$ cat src/rtl/alu_pkg.sv
// ---------------------------------------------------------------------------
// alu_pkg
// Shared constants for the ALU issue stage and the ALU itself:
//   - ALU_* 4-bit control encodings (the ALU decodes these directly)
//   - MIPS opcode and R-type funct field values understood by the issue stage
//   - op_sel_e: operand-source select produced by the decoder
// ---------------------------------------------------------------------------
package alu_pkg;

   localparam logic [3:0] ALU_ADD  = 4'd0;
   localparam logic [3:0] ALU_SUB  = 4'd1;
   localparam logic [3:0] ALU_AND  = 4'd2;
   localparam logic [3:0] ALU_OR   = 4'd3;
   localparam logic [3:0] ALU_XOR  = 4'd4;
   localparam logic [3:0] ALU_SLL  = 4'd5;
   localparam logic [3:0] ALU_SRL  = 4'd6;
   localparam logic [3:0] ALU_SRA  = 4'd7;
   localparam logic [3:0] ALU_SLT  = 4'd8;
   localparam logic [3:0] ALU_SLTU = 4'd9;

   localparam logic [5:0] OP_RTYPE = 6'h00;
   localparam logic [5:0] OP_BEQ   = 6'h04;
   localparam logic [5:0] OP_BNE   = 6'h05;
   localparam logic [5:0] OP_ADDI  = 6'h08;
   localparam logic [5:0] OP_ADDIU = 6'h09;
   localparam logic [5:0] OP_SLTI  = 6'h0A;
   localparam logic [5:0] OP_SLTIU = 6'h0B;
   localparam logic [5:0] OP_ANDI  = 6'h0C;
   localparam logic [5:0] OP_ORI   = 6'h0D;
   localparam logic [5:0] OP_XORI  = 6'h0E;
   localparam logic [5:0] OP_LUI   = 6'h0F;
   localparam logic [5:0] OP_LW    = 6'h23;
   localparam logic [5:0] OP_SW    = 6'h2B;

   localparam logic [5:0] FN_SLL   = 6'h00;
   localparam logic [5:0] FN_SRL   = 6'h02;
   localparam logic [5:0] FN_SRA   = 6'h03;
   localparam logic [5:0] FN_SLLV  = 6'h04;
   localparam logic [5:0] FN_SRLV  = 6'h06;
   localparam logic [5:0] FN_SRAV  = 6'h07;
   localparam logic [5:0] FN_ADD   = 6'h20;
   localparam logic [5:0] FN_ADDU  = 6'h21;
   localparam logic [5:0] FN_SUB   = 6'h22;
   localparam logic [5:0] FN_SUBU  = 6'h23;
   localparam logic [5:0] FN_AND   = 6'h24;
   localparam logic [5:0] FN_OR    = 6'h25;
   localparam logic [5:0] FN_XOR   = 6'h26;
   localparam logic [5:0] FN_SLT   = 6'h2A;
   localparam logic [5:0] FN_SLTU  = 6'h2B;

   // SEL_REG on operand 2 means rt, or rs when the decoder sets swap (shifts).
   typedef enum logic [2:0] {
      SEL_REG      = 3'd0,
      SEL_IMM_SEXT = 3'd1,
      SEL_IMM_ZEXT = 3'd2,
      SEL_SHAMT    = 3'd3,
      SEL_LUI      = 3'd4,
      SEL_ZERO     = 3'd5
   } op_sel_e;

endpackage

$ cat src/rtl/alu_issue_decode.sv
// ---------------------------------------------------------------------------
// alu_issue_decode
// Purely combinational MIPS decode for the ALU issue stage.
//   i_instr    : 32-bit instruction word
//   o_alu_ctrl : ALU_* control
//   o_sel1     : operand 1 source (SEL_REG or SEL_ZERO)
//   o_sel2     : operand 2 source
//   o_swap     : shifts take the shifted value from rt (src1) and a variable
//                amount from rs (src2), i.e. register roles are swapped
//   o_wr_en    : result written back (already forced low for r0)
//   o_rd       : destination register number
//   o_illegal  : encoding not supported by this stage
// ---------------------------------------------------------------------------
module alu_issue_decode
   import alu_pkg::*;
(
   input  logic [31:0] i_instr,
   output logic [3:0]  o_alu_ctrl,
   output op_sel_e     o_sel1,
   output op_sel_e     o_sel2,
   output logic        o_swap,
   output logic        o_wr_en,
   output logic [4:0]  o_rd,
   output logic        o_illegal
);

   logic [5:0] w_op;
   logic [5:0] w_funct;
   logic [4:0] w_rt;
   logic [4:0] w_rd;
   logic [4:0] w_dest;
   logic       w_wr;
   logic       w_unused;

   assign w_op     = i_instr[31:26];
   assign w_funct  = i_instr[5:0];
   assign w_rt     = i_instr[20:16];
   assign w_rd     = i_instr[15:11];
   // rs number and shamt are consumed by the register file / operand mux.
   assign w_unused = ^{i_instr[25:21], i_instr[10:6]};

   // Opcode/funct decode; defaults describe the NOP used for unlisted encodings.
   always_comb begin
      o_alu_ctrl = ALU_ADD;
      o_sel1     = SEL_ZERO;
      o_sel2     = SEL_ZERO;
      o_swap     = 1'b0;
      w_dest     = 5'd0;
      w_wr       = 1'b0;
      o_illegal  = 1'b1;
      case (w_op)
         OP_RTYPE: begin
            o_illegal = 1'b0;
            o_sel1    = SEL_REG;
            o_sel2    = SEL_REG;
            w_dest    = w_rd;
            w_wr      = 1'b1;
            case (w_funct)
               FN_ADD, FN_ADDU: o_alu_ctrl = ALU_ADD;
               FN_SUB, FN_SUBU: o_alu_ctrl = ALU_SUB;
               FN_AND:          o_alu_ctrl = ALU_AND;
               FN_OR:           o_alu_ctrl = ALU_OR;
               FN_XOR:          o_alu_ctrl = ALU_XOR;
               FN_SLT:          o_alu_ctrl = ALU_SLT;
               FN_SLTU:         o_alu_ctrl = ALU_SLTU;
               FN_SLL:  begin o_alu_ctrl = ALU_SLL; o_swap = 1'b1; o_sel2 = SEL_SHAMT; end
               FN_SRL:  begin o_alu_ctrl = ALU_SRL; o_swap = 1'b1; o_sel2 = SEL_SHAMT; end
               FN_SRA:  begin o_alu_ctrl = ALU_SRA; o_swap = 1'b1; o_sel2 = SEL_SHAMT; end
               FN_SLLV: begin o_alu_ctrl = ALU_SLL; o_swap = 1'b1; end
               FN_SRLV: begin o_alu_ctrl = ALU_SRL; o_swap = 1'b1; end
               FN_SRAV: begin o_alu_ctrl = ALU_SRA; o_swap = 1'b1; end
               default: begin
                  o_illegal = 1'b1;
                  o_sel1    = SEL_ZERO;
                  o_sel2    = SEL_ZERO;
                  w_dest    = 5'd0;
                  w_wr      = 1'b0;
               end
            endcase
         end
         OP_ADDI, OP_ADDIU, OP_LW, OP_SLTI, OP_SLTIU: begin
            o_illegal  = 1'b0;
            o_alu_ctrl = (w_op == OP_SLTI)  ? ALU_SLT  :
                         (w_op == OP_SLTIU) ? ALU_SLTU : ALU_ADD;
            o_sel1     = SEL_REG;
            o_sel2     = SEL_IMM_SEXT;
            w_dest     = w_rt;
            w_wr       = 1'b1;
         end
         OP_ANDI, OP_ORI, OP_XORI: begin
            o_illegal  = 1'b0;
            o_alu_ctrl = (w_op == OP_ANDI) ? ALU_AND :
                         (w_op == OP_ORI)  ? ALU_OR  : ALU_XOR;
            o_sel1     = SEL_REG;
            o_sel2     = SEL_IMM_ZEXT;
            w_dest     = w_rt;
            w_wr       = 1'b1;
         end
         OP_LUI: begin
            o_illegal  = 1'b0;
            o_sel2     = SEL_LUI;
            w_dest     = w_rt;
            w_wr       = 1'b1;
         end
         OP_SW: begin
            o_illegal  = 1'b0;
            o_sel1     = SEL_REG;
            o_sel2     = SEL_IMM_SEXT;
         end
         OP_BEQ, OP_BNE: begin
            o_illegal  = 1'b0;
            o_alu_ctrl = ALU_SUB;
            o_sel1     = SEL_REG;
            o_sel2     = SEL_REG;
         end
         default: begin
            o_illegal  = 1'b1;
         end
      endcase
   end

   assign o_rd    = w_dest;
   assign o_wr_en = w_wr & (w_dest != 5'd0);

endmodule

$ cat src/rtl/alu_issue.sv
// ---------------------------------------------------------------------------
// alu_issue
// ID/EX issue stage: decodes a MIPS instruction, forms ALU operands and holds
// them in a one-entry valid/ready pipeline register feeding the ALU.
//   i_clk, i_rst        : clock, asynchronous active-high reset
//   i_valid / o_ready   : upstream handshake (instr + register values)
//   i_instr, i_rs_val, i_rt_val : instruction and its register operands
//   i_flush             : squash the held op and any incoming op
//   o_valid / i_ready   : downstream (ALU) handshake
//   o_src1, o_src2, o_alu_ctrl, o_wr_en, o_rd : registered ALU inputs
//   o_illegal           : unsupported encoding flag, present only when the
//                         macro ALU_ISSUE_ILLEGAL_EN is defined
// ---------------------------------------------------------------------------
module alu_issue
   import alu_pkg::*;
#(
   parameter int WIDTH = 32
)(
   input  logic             i_clk,
   input  logic             i_rst,
   input  logic             i_valid,
   output logic             o_ready,
   input  logic [31:0]      i_instr,
   input  logic [WIDTH-1:0] i_rs_val,
   input  logic [WIDTH-1:0] i_rt_val,
   input  logic             i_flush,
   output logic             o_valid,
   input  logic             i_ready,
   output logic [WIDTH-1:0] o_src1,
   output logic [WIDTH-1:0] o_src2,
   output logic [3:0]       o_alu_ctrl,
   output logic             o_wr_en,
   output logic [4:0]       o_rd
`ifdef ALU_ISSUE_ILLEGAL_EN
   ,
   output logic             o_illegal
`endif
);

   logic [3:0]       w_ctrl;
   op_sel_e          w_sel1;
   op_sel_e          w_sel2;
   logic             w_swap;
   logic             w_wr_en;
   logic [4:0]       w_rd;
   logic             w_dec_illegal;
   logic [15:0]      w_imm;
   logic [WIDTH-1:0] w_src1;
   logic [WIDTH-1:0] w_src2;
   logic             w_load;

   logic             r_valid;
   logic [WIDTH-1:0] r_src1;
   logic [WIDTH-1:0] r_src2;
   logic [3:0]       r_ctrl;
   logic             r_wr_en;
   logic [4:0]       r_rd;

   alu_issue_decode u_decode (
      .i_instr    (i_instr),
      .o_alu_ctrl (w_ctrl),
      .o_sel1     (w_sel1),
      .o_sel2     (w_sel2),
      .o_swap     (w_swap),
      .o_wr_en    (w_wr_en),
      .o_rd       (w_rd),
      .o_illegal  (w_dec_illegal)
   );

   assign w_imm   = i_instr[15:0];
   assign o_ready = ~r_valid | i_ready;
   // Flush wins over an incoming instruction.
   assign w_load  = i_valid & o_ready & ~i_flush;

   // Operand 1 source mux.
   always_comb begin
      w_src1 = {WIDTH{1'b0}};
      case (w_sel1)
         SEL_REG: w_src1 = w_swap ? i_rt_val : i_rs_val;
         default: w_src1 = {WIDTH{1'b0}};
      endcase
   end

   // Operand 2 source mux with immediate/shamt extension.
   always_comb begin
      w_src2 = {WIDTH{1'b0}};
      case (w_sel2)
         SEL_REG:      w_src2 = w_swap ? i_rs_val : i_rt_val;
         SEL_IMM_SEXT: w_src2 = {{(WIDTH-16){w_imm[15]}}, w_imm};
         SEL_IMM_ZEXT: w_src2 = {{(WIDTH-16){1'b0}}, w_imm};
         SEL_SHAMT:    w_src2 = {{(WIDTH-5){1'b0}}, i_instr[10:6]};
         SEL_LUI:      w_src2 = {w_imm, {(WIDTH-16){1'b0}}};
         default:      w_src2 = {WIDTH{1'b0}};
      endcase
   end

   // Valid flag: flush clears, load sets, consume without reload clears.
   always_ff @(posedge i_clk or posedge i_rst) begin
      if (i_rst) begin
         r_valid <= 1'b0;
      end else if (i_flush) begin
         r_valid <= 1'b0;
      end else if (w_load) begin
         r_valid <= 1'b1;
      end else if (i_ready) begin
         r_valid <= 1'b0;
      end else begin
         r_valid <= r_valid;
      end
   end

   // Payload registers capture only on accept, so a stalled op stays bit-stable.
   always_ff @(posedge i_clk or posedge i_rst) begin
      if (i_rst) begin
         r_src1  <= {WIDTH{1'b0}};
         r_src2  <= {WIDTH{1'b0}};
         r_ctrl  <= 4'd0;
         r_wr_en <= 1'b0;
         r_rd    <= 5'd0;
      end else if (w_load) begin
         r_src1  <= w_src1;
         r_src2  <= w_src2;
         r_ctrl  <= w_ctrl;
         r_wr_en <= w_wr_en;
         r_rd    <= w_rd;
      end else begin
         r_src1  <= r_src1;
         r_src2  <= r_src2;
         r_ctrl  <= r_ctrl;
         r_wr_en <= r_wr_en;
         r_rd    <= r_rd;
      end
   end

`ifdef ALU_ISSUE_ILLEGAL_EN
   logic r_illegal;

   // Illegal flag travels with the payload.
   always_ff @(posedge i_clk or posedge i_rst) begin
      if (i_rst) begin
         r_illegal <= 1'b0;
      end else if (w_load) begin
         r_illegal <= w_dec_illegal;
      end else begin
         r_illegal <= r_illegal;
      end
   end

   assign o_illegal = r_illegal;
`else
   logic w_unused_illegal;
   assign w_unused_illegal = w_dec_illegal;
`endif

   assign o_valid    = r_valid;
   assign o_src1     = r_src1;
   assign o_src2     = r_src2;
   assign o_alu_ctrl = r_ctrl;
   assign o_wr_en    = r_wr_en;
   assign o_rd       = r_rd;

endmodule

$ cat config.mk
export PLATFORM = sky130hd
export DESIGN_NAME = alu_issue
export DESIGN_NICKNAME = d
export VERILOG_FILES = /design/src/rtl/alu_pkg.sv /design/src/rtl/alu_issue_decode.sv /design/src/rtl/alu_issue.sv
export SDC_FILE = /design/constraint.sdc
export NUM_CORES = 1
export LEC_CHECK = 0
export CORE_MARGIN = 4
export CORE_UTILIZATION = 29
export DETAILED_ROUTE_END_ITERATION = 16
export MAX_ROUTING_LAYER = met4
export PLACE_DENSITY = 0.54
export REMOVE_ABC_BUFFERS = 1
export SYNTH_ARGS = -nofsm -noshare
export SYNTH_HDL_FRONTEND = slang
export SYNTH_SLANG_ARGS = --single-unit
$ cat constraint.sdc
create_clock -name i_clk -period 3.9 [get_ports i_clk]
set_input_delay 0.39 -clock i_clk [delete_from_list [all_inputs] [get_ports i_clk]]
set_output_delay 0.39 -clock i_clk [all_outputs]
set_load 0.02 [all_outputs]
# == After elaboration in Yosys (flattened, before gate mapping) ==
# Index checks and enable logic that the tools add are counted.
# totals
out_inout_bits,76
ff_bits,75
input_bits,101
# classes
n_bitwise,6
muxes,23
eq_ne,30
reduce_logical,20
# op_table
operator,n
$pmux 32 s5,1
$mux 32,3
$eq 6x6->1 const B,11
$eq 6x4->1 const B,8
$pmux 4 s9,1
$eq 6x3->1 const B,5
$pmux 4 s4,1
$pmux 3 s5,1
$reduce_or 15->1,1
$eq 6x2->1 const B,2
$logic_not 6->1,2
$mux 4,3
$pmux 3 s2,2
$reduce_or 12->1,1
$reduce_or 6->1,2
$reduce_or 11->1,1
$pmux 5 s2,1
$reduce_or 2->1,5
$reduce_or 9->1,1
$eq 3x2->1 const B,2
$logic_not 3->1,2
$mux 1,6
$mux 3,2
$reduce_or 3->1,2
10 further kinds,13

# == Logic depth before layout (Yosys ltp) ==
# depth
word_depth,6
depth_mapped,9
ltp_nobuf,6

# == Modules after synthesis ==
# A second synthesis with hierarchy kept.
# unflattened
hier_cells,417
area_unflattened_um2,4702.0
# by_module_without_submodules
module,n_inst,area_per_inst_um2,cells_per_inst
alu_issue,1,4177.8,334
alu_issue_decode,1,524.3,83

# == Worst setup path before layout ==
# OpenSTA, ideal clock, no wires.
# synth_path
path_kind,input to register
start,input i_instr[26]
end,register r_src2[16] (netlist: o_src2[16])
arrival_ns,2.120
path_stages,9
n_path_buf,3
path_slack_ns,1.647
cell_sequence,buf_6 -> or3_1 -> or4b_4 -> or2_1 -> buf_6 -> buf_6 -> nand2_1 -> a21oi_1 -> a2bb2oi_1
# synth_between
elab_chain_len,5
elab_cells_between_ends,25
cone_classes,eq/ne (16); mux (4); reduce/logical (5)
# synth_lines
element,line_no,source
"start, declared",alu_issue.sv:23,"input logic [31:0] i_instr,"
"$eq 6x4->1, or another cell as far along",--,
"$reduce_or 6->1 (no source line), or another cell as far along",--,
$pmux 3 s5,alu_issue_decode.sv:51,case (w_op)
"$eq 3x3->1, or another cell as far along",alu_issue.sv:87,case (w_sel2)
$pmux 32 s5 (*),alu_issue.sv:87,
"end signal, assigned",alu_issue.sv:116,r_src2 <= {WIDTH{1'b0}};
"end signal, assigned",alu_issue.sv:122,r_src2 <= w_src2;
"end signal, assigned",alu_issue.sv:128,r_src2 <= r_src2;
"end, declared",alu_issue.sv:54,logic [WIDTH-1:0] r_src2;
# Every way passes the cells marked *; elsewhere a longest branch is shown, timed or not.
# A chain may end at the register's enable or synchronous reset.

# == Final worst setup path ==
# layout_path
start,input i_instr[29]
end,register r_src2[15] (netlist: o_src2[15])
# The elaborated chain is that of the path after synthesis.

==> impl_metrics.py <==
metrics = {
    "finish": {
        "fill_cells": 1469,
        "multi_input_area_um2": 2230,
        "final_cell_mix": "clkdlybuf4s50_1, nand2_1, dfrtp_1",
        "design_area_um2": 6524,
        "seq_area_um2": 1877,
        "layout-drive-gt1-share_pct": 6.213,
        "syn2layout_area_growth_pct": 49.36,
        "final_common_cell": "clkdlybuf4s50_1",
        "antenna_cells": 0,
        "layout.nets": 772,
    },
    "clock_network": {
        "holdBufCountCts": 0,
        "cts_made_buffers": 9,
        "clkTransAtPathRegs_ns": 0.06,
        "clock_tree.root_cell": "clkbuf_16",
        "ctsResizeCount": 0,
        "cts_buffer_depth": 2,
        "post_cts_buffers": 0,
        "h-tree-depth": 3,
        "cts_tree": "done",
        "clock_latency_ns": 0.34,
        "clkSinkCount": 75,
    },
    "drt": {
        "met1_length_mm": 6.895,
        "dr.pass1.iters": 5,
        "num_vias": 4283,
        "drt_wl_total_mm": 15.18,
        "wl_per_cell_um": 17.65,
        "wl_met2_mm": 7.092,
        "dr_wl_met3_mm": 1.047,
        "maxUsedRoutingLayer": "met4",
        "antenna_left": 0,
        "drt_iter0_drc": 234,
        "route.detailed.drc": 0,
        "viasPerCell": 4.980,
    },
    "timing": {
        "finalSetupTns_ns": 0,
        "max_slew_margin_pct": 42.48,
        "setup_slack_ns": 0.9763,
        "clock.fmax_ghz": 0.3420,
        "setup_viol": 0,
        "drv_slew": 0,
        "rsz0062_at_grt": "no",
        "finClkSkew_ns": 0.007249,
        "min_period_over_period_pct": 74.97,
        "hold_ws_ns": 0.4822,
        "hold_viol": 0,
        "worstMarginPinSlew_ns": 0.8627,
        "fin_crit_ns": 2.924,
    },
    "power": {
        "p_leak_nw": 2.892,
        "netSwitchingPower_mw": 0.6074,
        "p_int_mw": 1.480,
        "finalPower_mw": 2.088,
        "p_per_area_nw_per_um2": 320.0,
        "ir_drop_uv": 166.1,
        "power_switching_share_pct": 29.09,
        "pwr-share-comb_pct": 21.6,
        "power.share.sequential_pct": 40.8,
        "clock_power_share_pct": 37.7,
    },
    "hold_path": {
        "hp-class": "flop to flop",
        "min_from": "o_src1[23]",
    },
    "setup_path": {
        "worstPathRequired_ns": 4.09,
        "path_cells": "clkdlybuf4s50_1 -> or3_1 -> or4b_4 -> nor2_4 -> buf_4 -> mux2i_1 -> o221ai_1",
        "crit_path_end": "o_src2[15]",
        "path_max_fanout": 17,
        "reg2reg_slack_ns": 1.83,
        "crit_arrival_ns": 3.11,
        "cp_slowest_stage_delay_ns": 0.59,
        "slowest_stage": "clkdlybuf4s50_1",
        "regToRegStartpoint": "o_valid",
        "critPathLaunchType": "input port",
        "rr_endpoint": "o_src2[15]",
        "crit_type": "input port to flop",
        "rr_worst_depth": 7,
        "crit_start": "i_instr[29]",
        "cp-end-kind": "flop",
    },
    "synthesis": {
        "synth_cell_types": 45,
        "ys_async_sr_fraction_pct": 100.0,
        "synth_edf_count": 0,
        "syn_area_um2": 4368,
        "synth_area_leader_cell": "dfrtp_1",
        "yosys_warnings": 0,
        "synth_flop_cell": "dfrtp_1",
        "netlist.area_leader.share_pct": 42.97,
        "synth_seq_cells": 75,
        "syn-mean-instance-area_um2": 8.581,
        "synth_cells": 509,
        "synth.area.top_cells": "dfrtp_1, nand2_1, mux2i_1",
        "yosysSeqAreaShare_pct": 42.97,
    },
    "placement": {
        "post_dp_cell_area_um2": 6254,
        "place_ws_ns": 0.6009,
        "port_buffers": 171,
        "dp_hpwl_mm": 10.92,
        "gp_congestion": 0.8014,
    },
    "outcome": {
        "outcome": "complete, no violations",
    },
    "global_route": {
        "grt_pass1_vias": 4526,
        "grt_pass1_wl_mm": 23.84,
        "antenna_found_initial": 0,
        "grt_use_total_pct": 18.57,
        "grt_start_max_net_pins": 78,
        "grt_overflow": 0,
    },
    "die": {
        "die_x_um": 130.7,
        "dieArea_um2": 17090,
        "die_h_um": 130.7,
        "coreArea_um2": 14640,
        "row_count": 44,
        "initial_utilization_pct": 29.83,
        "io_pins": 177,
    },
    "flow_run": {
        "maxCapViolCount": 0,
    },
}
## cells by family (layout without fill, tap and decap cells)
logic type,count (synthesis),count (layout),share of synthesized area (%)
compound gates,145,145,21.54
buf+inv,54,221,6.273
flops,75,75,42.97
mux,47,47,10.77
simple gates,188,188,18.45
## stage by stage
step	cells	util, %
global route	860	44.55
detailed placement	844	42.70
finish	860	44.55
CTS	860	44.55
global placement	844	42.70
floorplan	472	-
## flip-flops by register name, indices dropped and copies added (netlist names)
signal and count:
o_rd 5, o_src2 32, o_alu_ctrl 4, o_src1 32, o_wr_en 1, o_valid 1
## synth_stat cells, types with 3 or more instances
master and n:
a21o_1 5, a21oi_1 35, a221oi_1 5, a222oi_1 4, a22oi_1 5, a2bb2oi_1 16, a31oi_1 5, buf_2 6
buf_4 3, buf_6 7, clkbuf_1 21, dfrtp_1 75, inv_1 17, mux2i_1 47, nand2_1 129, nand2b_1 7
nand3_1 3, nand4_1 3, nor2_1 28, nor2b_1 3, o211ai_1 4, o21ai_0 13, o21ai_1 33, o221ai_1 11
## area by class of cell
| type | count | share of cell area [%] |
|---|---|---|
| clock inverter | 6 | 0.6329 |
| inverter | 17 | 0.9973 |
| timing repair buffer | 188 | 28.39 |
| multi-input combinational | 380 | 34.18 |
| sequential | 75 | 28.77 |
| clock buffer | 10 | 3.510 |
| tap | 184 | 3.529 |
## power by group through the flow
stage	clock network, mW	registers [mW]	logic (mW)
2_1_floorplan	0	0.921	0.125
3_3_place_gp	0	0.864	0.451
3_5_place_dp	0	0.866	0.454
4_1_cts	0.813	0.852	0.456
5_1_grt	0.843	0.857	0.491
6_report	0.786	0.851	0.450
## metal layers
metal | vias up | GRT usage [%]
li1 | 2122 | -
met2 | 130 | 28.40
met4 | 0 | 4.053
met1 | 2019 | 24.94
met5 | - | -
met3 | 12 | 4.797
## critical path, delay by kind of cell
kind | cells | cell delay, ns
mux | 1 | 0.20
compound gates | 1 | 0.14
buf+inv | 2 | 0.84
simple gates | 3 | 1.53
## worst min path at each step
stage                     cells after the start  slack [ns]            end
after floorplan                               1        0.46        o_valid
after global placement                        2        0.47     o_src1[20]
after detailed placement                      2        0.47  o_alu_ctrl[0]
after CTS                                     2        0.49      o_src2[2]
after global routing                          2        0.51      o_src2[8]
final                                         2        0.48     o_src1[23]
(Power assumes the default switching activity.)
